$ cat src/rtl/tcm_ext_loader_pkg.sv
// Shared types for the TCM external-port loader: FSM states and error codes.
package sophon_loader_pkg;

  typedef enum logic [2:0] {
    S_IDLE,
    S_FETCH,
    S_WR,
    S_RD,
    S_CHECK,
    S_DONE,
    S_ERR
  } loader_state_e;

  typedef enum logic [1:0] {
    ERR_NONE = 2'd0,
    ERR_BUS  = 2'd1,
    ERR_TO   = 2'd2,
    ERR_CSUM = 2'd3
  } err_code_e;

endpackage

$ cat src/rtl/tcm_ext_loader_ack_timer.sv
// Ack-wait down-counter: reloads to ACK_TO on clr, counts while en, flags expiry at terminal count.
module loader_ack_timer #(
  parameter int unsigned ACK_TO = 255
) (
  input  logic clk,
  input  logic rst_n,
  input  logic clr,
  input  logic en,
  output logic expired
);

  localparam int TW = (ACK_TO < 2) ? 1 : $clog2(ACK_TO + 1);

  logic [TW-1:0] cnt_q;

  always_ff @(posedge clk or negedge rst_n) begin
    if (!rst_n) begin
      cnt_q <= '0;
    end else if (clr) begin
      cnt_q <= TW'(ACK_TO);
    end else if (en && (cnt_q != '0)) begin
      cnt_q <= cnt_q - TW'(1);
    end
  end

  // ACK_TO == 0 disables the timeout entirely.
  assign expired = (ACK_TO != 0) && en && (cnt_q == TW'(1));

endmodule

$ cat src/rtl/tcm_ext_loader.sv
// Loads a program image into ITCM/DTCM over the core's external-access port,
// optionally verifies it by read-back checksum, and releases core reset on success.
//
// state  | meaning
// -------+---------------------------------------------------------------
// IDLE   | waiting for start_i after reset
// FETCH  | source ready high, waiting for the next word
// WR     | write request outstanding for word idx
// RD     | read-back request outstanding for word idx
// CHECK  | compare read-back sum against written sum
// DONE   | load good, core reset released; start_i re-arms
// ERR    | load aborted, err_code_o holds cause; start_i re-arms
module tcm_ext_loader
  import sophon_loader_pkg::*;
#(
  parameter int          ADDR_W = 32,
  parameter int          CNT_W  = 16,
  parameter int unsigned ACK_TO = 255
) (
  input  logic              clk,
  input  logic              rst_n,
  input  logic              start_i,
  input  logic [ADDR_W-1:0] base_addr_i,
  input  logic [CNT_W-1:0]  word_cnt_i,
  input  logic              verify_en_i,
  input  logic              src_valid_i,
  input  logic [31:0]       src_data_i,
  output logic              src_ready_o,
  output logic              ext_req_o,
  output logic              ext_we_o,
  output logic [ADDR_W-1:0] ext_addr_o,
  output logic [31:0]       ext_wdata_o,
  input  logic              ext_ack_i,
  input  logic              ext_error_i,
  input  logic [31:0]       ext_rdata_i,
  output logic              busy_o,
  output logic              done_o,
  output logic              err_o,
  output logic [1:0]        err_code_o,
  output logic [31:0]       checksum_o,
  output logic              core_rst_no
);

  loader_state_e state_q, state_d;

  logic [ADDR_W-1:0] base_q;
  logic [CNT_W-1:0]  cnt_q;
  logic [CNT_W-1:0]  idx_q;
  logic [CNT_W-1:0]  idx_nxt;
  logic              ver_q;
  logic [31:0]       data_q;
  logic [31:0]       wsum_q;
  logic [31:0]       rsum_q;
  err_code_e         err_code_q;

  logic in_bus;
  logic last_word;
  logic start_acc;
  logic fetch_hs;
  logic wr_ok;
  logic rd_ok;
  logic bus_err;
  logic to_err;
  logic csum_err;
  logic tmr_clr;
  logic tmr_expired;

  assign in_bus    = (state_q == S_WR) || (state_q == S_RD);
  assign idx_nxt   = idx_q + CNT_W'(1);
  assign last_word = (idx_nxt == cnt_q);

  loader_ack_timer #(
    .ACK_TO (ACK_TO)
  ) u_ack_timer (
    .clk     (clk),
    .rst_n   (rst_n),
    .clr     (tmr_clr),
    .en      (in_bus),
    .expired (tmr_expired)
  );

  // Reload on every ack so back-to-back reads each get a full timeout window.
  assign tmr_clr = !in_bus || ext_ack_i;

  always_ff @(posedge clk or negedge rst_n) begin
    if (!rst_n) begin
      state_q <= S_IDLE;
    end else begin
      state_q <= state_d;
    end
  end

  always_comb begin
    state_d   = state_q;
    start_acc = 1'b0;
    fetch_hs  = 1'b0;
    wr_ok     = 1'b0;
    rd_ok     = 1'b0;
    bus_err   = 1'b0;
    to_err    = 1'b0;
    csum_err  = 1'b0;
    case (state_q)
      S_IDLE, S_DONE, S_ERR: begin
        if (start_i) begin
          start_acc = 1'b1;
          state_d   = (word_cnt_i == '0) ? S_DONE : S_FETCH;
        end
      end
      S_FETCH: begin
        if (src_valid_i) begin
          fetch_hs = 1'b1;
          state_d  = S_WR;
        end
      end
      S_WR: begin
        if (ext_ack_i) begin
          if (ext_error_i) begin
            bus_err = 1'b1;
            state_d = S_ERR;
          end else begin
            wr_ok = 1'b1;
            if (last_word) begin
              state_d = ver_q ? S_RD : S_DONE;
            end else begin
              state_d = S_FETCH;
            end
          end
        end else if (tmr_expired) begin
          to_err  = 1'b1;
          state_d = S_ERR;
        end
      end
      S_RD: begin
        if (ext_ack_i) begin
          if (ext_error_i) begin
            bus_err = 1'b1;
            state_d = S_ERR;
          end else begin
            rd_ok = 1'b1;
            if (last_word) begin
              state_d = S_CHECK;
            end
          end
        end else if (tmr_expired) begin
          to_err  = 1'b1;
          state_d = S_ERR;
        end
      end
      S_CHECK: begin
        if (rsum_q == wsum_q) begin
          state_d = S_DONE;
        end else begin
          csum_err = 1'b1;
          state_d  = S_ERR;
        end
      end
      default: state_d = S_IDLE;
    endcase
  end

  always_ff @(posedge clk or negedge rst_n) begin
    if (!rst_n) begin
      base_q     <= '0;
      cnt_q      <= '0;
      ver_q      <= 1'b0;
      idx_q      <= '0;
      data_q     <= '0;
      wsum_q     <= '0;
      rsum_q     <= '0;
      err_code_q <= ERR_NONE;
    end else begin
      if (start_acc) begin
        base_q     <= base_addr_i;
        cnt_q      <= word_cnt_i;
        ver_q      <= verify_en_i;
        idx_q      <= '0;
        wsum_q     <= '0;
        rsum_q     <= '0;
        err_code_q <= ERR_NONE;
      end
      if (fetch_hs) begin
        data_q <= src_data_i;
        wsum_q <= wsum_q + src_data_i;
      end
      if (wr_ok) begin
        if (last_word) begin
          idx_q  <= '0;
          rsum_q <= '0;
        end else begin
          idx_q <= idx_nxt;
        end
      end
      if (rd_ok) begin
        rsum_q <= rsum_q + ext_rdata_i;
        idx_q  <= idx_nxt;
      end
      if (bus_err) begin
        err_code_q <= ERR_BUS;
      end
      if (to_err) begin
        err_code_q <= ERR_TO;
      end
      if (csum_err) begin
        err_code_q <= ERR_CSUM;
      end
    end
  end

  // Byte address of word idx; wraps modulo 2^ADDR_W by design.
  assign ext_addr_o  = base_q + ADDR_W'({idx_q, 2'b00});
  assign ext_wdata_o = data_q;
  assign ext_req_o   = in_bus;
  assign ext_we_o    = (state_q == S_WR);
  assign src_ready_o = (state_q == S_FETCH);
  assign busy_o      = (state_q == S_FETCH) || in_bus || (state_q == S_CHECK);
  assign done_o      = (state_q == S_DONE);
  assign err_o       = (state_q == S_ERR);
  assign err_code_o  = err_code_q;
  assign checksum_o  = wsum_q;
  assign core_rst_no = (state_q == S_DONE);

endmodule

$ cat config.mk
export PLATFORM = sky130hd
export DESIGN_NAME = tcm_ext_loader
export DESIGN_NICKNAME = d
export VERILOG_FILES = /design/src/rtl/tcm_ext_loader_pkg.sv /design/src/rtl/tcm_ext_loader_ack_timer.sv /design/src/rtl/tcm_ext_loader.sv
export SDC_FILE = /design/constraint.sdc
export NUM_CORES = 1
export LEC_CHECK = 0
export BUFFER_PORTS_ARGS = -buffer_cell sky130_fd_sc_hd__buf_2
export CORE_UTILIZATION = 50
export CTS_BUF_LIST = sky130_fd_sc_hd__clkbuf_16
export DETAILED_ROUTE_END_ITERATION = 7
export GPL_TIMING_DRIVEN = 1
export PLACE_DENSITY = 0.86
export SLEW_MARGIN = 0
export SYNTH_ARGS = -nofsm -noshare
export SYNTH_HDL_FRONTEND = slang
export SYNTH_HIERARCHICAL = 1
export SYNTH_SLANG_ARGS = --single-unit
$ cat constraint.sdc
create_clock -name clk -period 3.06 [get_ports clk]
set_clock_uncertainty 0.05 [all_clocks]
set_input_delay 0.459 -clock clk [delete_from_list [all_inputs] [get_ports clk]]
set_output_delay 0.459 -clock clk [all_outputs]
set_load 0.01 [all_outputs]
==> results of run 1 <==
## flip-flops by register name (all words and copies together), names as in the netlist
name               flops
err_code_o             2
u_ack_timer/cnt_q      8
state_q                3
checksum_o            32
rsum_q                32
ver_q                  1
idx_q                 16
ext_wdata_o           32
base_q                32
cnt_q                 16
## cell type report
| cell class | instances | area share, % |
|---|---|---|
| sequential | 174 | 28.1 |
| multi-input combinational | 1111 | 50.9 |
| tap | 319 | 2.57 |
| inverter | 35 | 0.847 |
| clock inverter | 15 | 0.855 |
| antenna | 7 | 0.113 |
| timing repair buffer | 351 | 13.9 |
| clock buffer | 17 | 2.74 |
## per-stage QoR
| stage | setup TNS, ns | power [mW] |
|---|---|---|
| global route | -17.58 | 15.8 |
| floorplan | 0 | 9.33 |
| finish | -8.90 | 14.8 |
| detailed placement | -5.12 | 12.1 |
| global placement | -2.94 | 11.7 |
| CTS | -7.24 | 14.5 |
## worst paths after layout
kind,endpoint,slack (ns)
min reg2reg,ext_wdata_o[15]$_DFFE_PN0P_,0.42
max in group asynchronous,idx_q[8]$_DFFE_PN0P_,2.20
max,ext_addr_o[30],-0.51
max reg2reg,idx_q[12]$_DFFE_PN0P_,-0.21
min in group clk,ext_wdata_o[15]$_DFFE_PN0P_,0.18
min,ext_wdata_o[26]$_DFFE_PN0P_,-0.04
## timing repair
| item | CTS | global route |
|---|---|---|
| hold buffers | 0 | 0 |
| gates resized for setup | 44 | 51 |
| endpoints found under the setup margin | 28 | 76 |
| gates cloned | 1 | 1 |
| buffers inserted | 34 | 13 |
| pin swaps | 33 | 32 |
## cell families after synthesis
group | Yosys count | synth area share, %
adders and majority gates | 84 | 8.74
AOI/OAI and AO/OA | 356 | 18.4
muxes | 68 | 6.09
xor gates and xnor gates | 124 | 8.95
buffers and inverters | 95 | 3.18
and+or+nand+nor | 478 | 19.2
DFF | 174 | 35.4
## worst max-delay path, delay by kind of cell, from the launching register on
kind,cells,cell delay (ns)
AOI/OAI and AO/OA,6,0.89
and+or+nand+nor,2,0.31
adders and majority gates,2,0.54
buffers and inverters,3,0.35
DFF,1,0.38
xor gates and xnor gates,1,0.16
## per-layer routing
metal	wire length (um)	GRT usage, %	vias to the layer above	part of all wire [%]
li1	-	-	5589	-
met1	14900	35.9	5617	40
met2	17800	49.0	542	48
met3	2790	5.49	146	7.5
met4	1840	14.7	2	4.9
met5	13	0	-	0.035
## layout by cell type (no fill, tap or decap), drive strengths merged, types with 16 or more instances in the layout
master,instances
buf,351
nand2,212
dfrtp,174
o21ai,107
ha,81
a21oi,80
nor2,72
xor2,69
mux2,54
xnor2,54
nand3,45
inv,44
a21o,37
a31oi,20
and3,19
nand2b,18
clkbuf,17
nand4,17
nor4,16
## power breakdown
| group | switching [mW] | internal, mW | leakage (nW) |
|---|---|---|---|
| registers | 1.02 | 3.24 | 2.18 |
| logic | 4.58 | 3.87 | 5.30 |
| clock network | 1.05 | 1.07 | 0.274 |
| total | 6.65 | 8.18 | 7.76 |
==> results by group, run 1 <==
Run status
  – Status: finished, violations left
  – Failing checks: hold timing, setup timing

Synth
  – Yosys top cell area share: 35.4%
  – Seq/Total Area, Yosys: 35.4%
  – Most numerous cell in the Yosys netlist: nand2_1
  – Leading area contributor after synthesis: dfrtp_1
  – #FFs+latches synth: 174
  – Synth top cells by count: nand2_1 (212), dfrtp_1 (174), o21ai_0 (104), ha_1 (81), a21oi_1 (80)
  – Number of synthesized flops with an enable pin: 0
  – Mapped Nets: 1582
  – Synthesized instance count: 1379
  – Avg Inst Size Synth: 8.91 um2
  – Yosys Warn Count: 6
  – Top FF cell, synth: dfrtp_1
  – Synth area leaders: dfrtp_1 (35%), ha_1 (8.3%), nand2_1 (6.5%), xor2_1 (4.9%), mux2_2 (4.9%)
  – Synth Cell Area: 0.0123 mm2
  – Post-synthesis cell type count: 80
  – Async S/R FF share, synth: 100%

Setup path
  – Worst r2r path cells: 20
  – Crit path launch: idx_q[0]$_DFFE_PN0P_
  – Slowest-stage cell, CP: dfrtp_1
  – Required time worst endpoint: 2.55 ns
  – CP Cell Sequence: ha_2 -> inv_2 -> fa_2 -> nor2b_2 -> o21ai_2 -> a21boi_2 -> o21ai_2 -> a21oi_2 -> a211o_1 -> a31oi_2 -> buf_6 -> nor3b_2 -> xor2_1 -> buf_2
  – CP Max Fanout: 7
  – Max incr delay on CP: 0.38 ns
  – Critical path endpoint category: output pin
  – Worst setup SP type: flop
  – Reg2reg start: idx_q[1]$_DFFE_PN0P_
  – Critical Path Most Common Cell: o21ai_2
  – Critical path start-end classification: reg -> out
  – CP arrival: 3.07 ns

Detailed routing
  – WL per Instance: 18.4 um
  – DRC Markers: 0
  – Drt initial violations: 1075
  – First-pass iteration count of the detailed router: 5
  – Via density: 5.86
  – Final ANT Viol Nets: 0
  – Routed wire length: 37.4 mm
  – Via count: 11896

Hold path
  – Min-delay worst type: in -> async

Die
  – Initial Utilization: 51.7%
  – Core area: 0.0238 mm2
  – Die X: 159 um
  – Die area: 0.0252 mm2
  – Ports: 224
  – Die Height: 159 um
  – Core Rows: 56

Timing
  – Min Hold Slack: -0.0391 ns
  – Hold Violations, Final: 6
  – Worst setup margin: -0.514 ns
  – Slew margin rel.: 37.4%
  – Final worst path period need: 3.57 ns
  – Max Freq: 0.280 GHz
  – Setup violations, final: 44
  – Period utilisation layout: 117%
  – Worst-margin pin slew: 0.939 ns
  – Unrepaired setup endpoints after global routing: true
  – Final slew viol count: 0

Placement
  – DP Wirelength: 26.7 mm
  – I/O Buffers: 223
  – Pre-CTS setup slack: -0.407 ns
  – Gp weighted congestion: 0.979
  – Placed cell area: 0.0143 mm2
  – Placed cell count: 1953

Power and ir drop
  – Leak pwr: 7.76 nW
  – VDD IR max: 554 uV
  – PD cells: 956 mW/mm2

Clocking
  – Longest Clk Path Bufs: 2
  – Clock slew at reported path FFs: 0.08 ns
  – CTS Buf Count: 17
  – Root Buffer: clkbuf_16
  – Clock Latency Late Sink: 0.44 ns
  – CTS tree: built
  – Htree depth: 4
  – Clock sink count: 174

Finish
  – Multi-input gate area: 0.00790 mm2
  – Reg area: 0.00436 mm2
  – Final Core Density: 65.3%
  – Post-route cell area: 0.0155 mm2
  – Fillers: 1738
  – Cell Count, Final, Fillers Out: 2029
  – Area added between synthesis and finish: 26.3%
  – Nets@finish: 1893
  – Layout cells sized above 1: 30.9%

GRT
  – Initial antenna violation count: 7
  – Largest net degree at the start of global routing: 90
  – Number of global-route vias before repair: 11689
  – First-pass GRT wire length: 59.6 mm
  – Gr usage total: 29.2%
  – GRT Residual Overflow: 0

Flow run
  – Maximum Capacitance Violations: 0
Note: power is estimated with default switching activity, not from simulation.
==> run 2, diff against run 1 <==
--- a/constraint.sdc
+++ b/constraint.sdc
@@ -4,2 +4,2 @@
 set_output_delay 0.459 -clock clk [all_outputs]
-set_load 0.01 [all_outputs]
+set_load 0.05 [all_outputs]
==> run 2 against run 1 <==
The run ends with setup timing left. Flip-flop and latch count stayed put. Critical endpoint is now ext_addr_o[20]. Highest routed layer unchanged. Non-clock buffer count shrank 11. Sequential power about the same. Largest cell class unchanged. Count of clock-buffer cells in the layout did not move. Die area unchanged. Wire length increased by 1.1%.
==> results by group, run 2 (synthesis gave the netlist of run 1 again) <==
Setup path
  – Critical Path Most Common Cell: a21o_1
  – Internal reg-to-reg setup slack: -0.08 ns (+0.13 ns)
  – Critical path endpoint category: output pin
  – Worst r2r path cells: 13 (-35%)
  – Worst setup SP type: flop
  – Slowest-stage cell, CP: dfrtp_1
  – CP arrival: 3.17 ns (+0.10 ns)
  – Critical path start-end classification: reg -> out
  – R2r endpoint: idx_q[12]$_DFFE_PN0P_
  – CP Max Fanout: 7 (unchanged)
  – Required time worst endpoint: 2.55 ns (about the same)
  – Reg2reg start: idx_q[0]$_DFFE_PN0P_
  – CP Cell Sequence: ha_4 -> a21o_1 -> a21o_1 -> a21o_1 -> a31oi_1 -> inv_1 -> a211o_1 -> a31oi_4 -> buf_4 -> nor2_4 -> xor2_4 -> buf_6
  – Max incr delay on CP: 0.41 ns (+0.03 ns)

Die
  – Die X: 159 um (unchanged)
  – Die area: 0.0252 mm2 (unchanged)
  – Ports: 224 (unchanged)
  – Core Rows: 56 (unchanged)
  – Die Height: 159 um (unchanged)
  – Initial Utilization: 51.7% (unchanged)
  – Core area: 0.0238 mm2 (unchanged)

Timing
  – Hold Violations, Final: 0 (-6)
  – Max Freq: 0.272 GHz (-2.9%)
  – Final slew viol count: 0 (unchanged)
  – Final worst path period need: 3.68 ns (+0.107 ns)
  – Total Neg Setup Slack: -9.50 ns (-0.605 ns)
  – Slew margin rel.: 47.7% (+10 points)
  – Setup violations, final: 33 (-25%)
  – Worst-margin pin slew: 0.785 ns (-0.154 ns)
  – Period utilisation layout: 120% (+3.5 points)
  – Unrepaired setup endpoints after global routing: true
  – Worst setup margin: -0.621 ns (-0.107 ns)

Power and ir drop
  – P_int: 8.71 mW (+6.5%)
  – PD cells: 1120 mW/mm2 (+17%)
  – NetSw: 9.05 mW (+36%)
  – Clock power share: 13.1% (-1.3 points)
  – VDD IR max: 698 uV (+26%)
  – Leak pwr: 7.91 nW (+2.0%)
  – Sw Share: 50.9% (+6.1 points)
  – Combinational Power Share: 62.7% (+5.8 points)
  – Reg power frac: 24.1% (-4.6 points)

Clocking
  – CTS tree: built
  – Root Buffer: clkbuf_16
  – CTS Buf Count: 17 (unchanged)
  – Longest Clk Path Bufs: 2 (unchanged)
  – Htree depth: 4 (unchanged)
  – Clock slew at reported path FFs: 0.08 ns (about the same)
  – Clock sink count: 174 (unchanged)
  – Clock Latency Late Sink: 0.44 ns (about the same)

Finish
  – Nets@finish: 1881 (-0.63%)
  – Fillers: 1729 (-0.52%)
  – Area added between synthesis and finish: 29.6%
  – Most frequent cells in the layout: nand2_1 (210), buf_2 (197), dfrtp_1 (168), buf_4 (109), o21ai_0 (95)
  – Layout cells sized above 1: 31.6% (+0.69 points)
  – Final Core Density: 67.0% (+1.7 points)
  – Most common cell after layout, fill and taps aside: nand2_1

Placement
  – DP Wirelength: 27.0 mm (+1.1%)
  – I/O Buffers: 223 (unchanged)
  – Gp weighted congestion: 0.945 (-3.4%)

GRT
  – Gr usage total: 28.7% (-0.49 points)
  – Largest net degree at the start of global routing: 66 (-27%)
  – Number of global-route vias before repair: 11634 (-0.47%)
  – Initial antenna violation count: 8 (+1)
  – First-pass GRT wire length: 58.5 mm (-1.8%)
  – GRT Residual Overflow: 0 (unchanged)

Run status
  – Status: finished, violations left
  – Failing checks: setup timing

Detailed routing
  – First-pass iteration count of the detailed router: 6 (+1)
  – Via density: 5.95 (+1.4%)
  – WL per Instance: 18.7 um (+1.7%)
  – Final ANT Viol Nets: 0 (unchanged)
  – Routed wire length: 37.8 mm (+1.1%)
  – DRC Markers: 0 (unchanged)
  – Via count: 11997 (+0.85%)
  – Drt initial violations: 998 (-7.2%)

Hold path
  – WHS Path Cells: 3
  – Hold Path End: ext_wdata_o[18]$_DFFE_PN0P_
  – Min-delay worst type: in -> reg
  – HP Start: src_data_i[18]

Flow run
  – Maximum Capacitance Violations: 0 (unchanged)
[run 2: cell count changes in the layout (fill, tap and decap cells not counted), sizes merged]
cell / before / now
buf: 351 / 339
bufinv: 0 / 2
clkinvlp: 2 / 0
dlygate4sd3: 0 / 1
nor2: 72 / 71
[run 2: worst max-delay path by stage]
stage,from,end,slack (ns),cells after the start
floorplan,idx_q[0]$_DFFE_PN0P_,ext_addr_o[30],-0.14,12
global placement,base_q[3]$_DFFE_PN0P_,ext_addr_o[31],-0.41,11
detailed placement,base_q[3]$_DFFE_PN0P_,ext_addr_o[31],-0.52,11
CTS,base_q[2]$_DFFE_PN0P_,ext_addr_o[30],-0.58,13
global route,base_q[10]$_DFFE_PN0P_,ext_addr_o[20],-0.70,12
finish,base_q[10]$_DFFE_PN0P_,ext_addr_o[20],-0.62,12
[run 2: layer usage]
layer / track usage [%] / vias up / routed length [um]
li1: - / 5561 / -
met3: 6.19 / 134 / 2650
met4: 14.0 / 4 / 1800
met5: 0 / - / 26
met2: 49.2 / 559 / 18300
met1: 34.1 / 5739 / 15000
[run 2: what timing repair did]
item | in CTS | in global routing
resized for setup | 69 | 55
setup endpoints to repair | 26 | 70
hold buffers | 1 | 0
pin swaps | 37 | 26
endpoints found under the hold margin | 60 | 0
buffers inserted | 11 | 10
[run 2: power groups by stage]
stage	Sequential (mW)	Combinational, mW	Clock, mW
5_1_grt	4.39	11.9	2.45
2_1_floorplan	5.39	6.40	0
6_report	4.29	11.1	2.33
3_5_place_dp	4.26	10.3	0
4_1_cts	4.24	10.7	2.35
3_3_place_gp	4.22	10.0	0
[run 2: cell type report]
class                   instances  area (um2)  area share (%)
diodes                          7        17.5           0.110
clock buffers                  17         425            2.67
clock inverters                15         198            1.24
inverters                      35         131           0.825
multi-input cells            1110        8170            51.3
flip-flops and latches        174        4360            27.4
well taps                     319         399            2.51
repair buffers                340        2220            13.9
[run 2: stage by stage]
| step | hold WS (ns) | std cells | setup WS [ns] | area [um2] | power (mW) |
|---|---|---|---|---|---|
| final | 0.178 | 2017 | -0.621 | 15900 | 17.8 |
| after CTS | 0.163 | 2002 | -0.584 | 15600 | 17.3 |
| after floorplan | 0.113 | 1379 | -0.137 | 12600 | 11.8 |
| after detailed placement | 0.407 | 1959 | -0.520 | 14700 | 14.6 |
| after global placement | 0.405 | 1959 | -0.412 | 14700 | 14.3 |
| after global routing | 0.178 | 2015 | -0.700 | 15900 | 18.7 |
[run 2: critical path, delay by kind of cell (launching register included)]
family                     cells  cell delay, ns
xor gates and xnor gates       1            0.14
adders and majority gates      1            0.27
AOI/OAI and AO/OA              6            1.41
buffers and inverters          3            0.46
and+or+nand+nor                1            0.05
DFF                            1            0.41
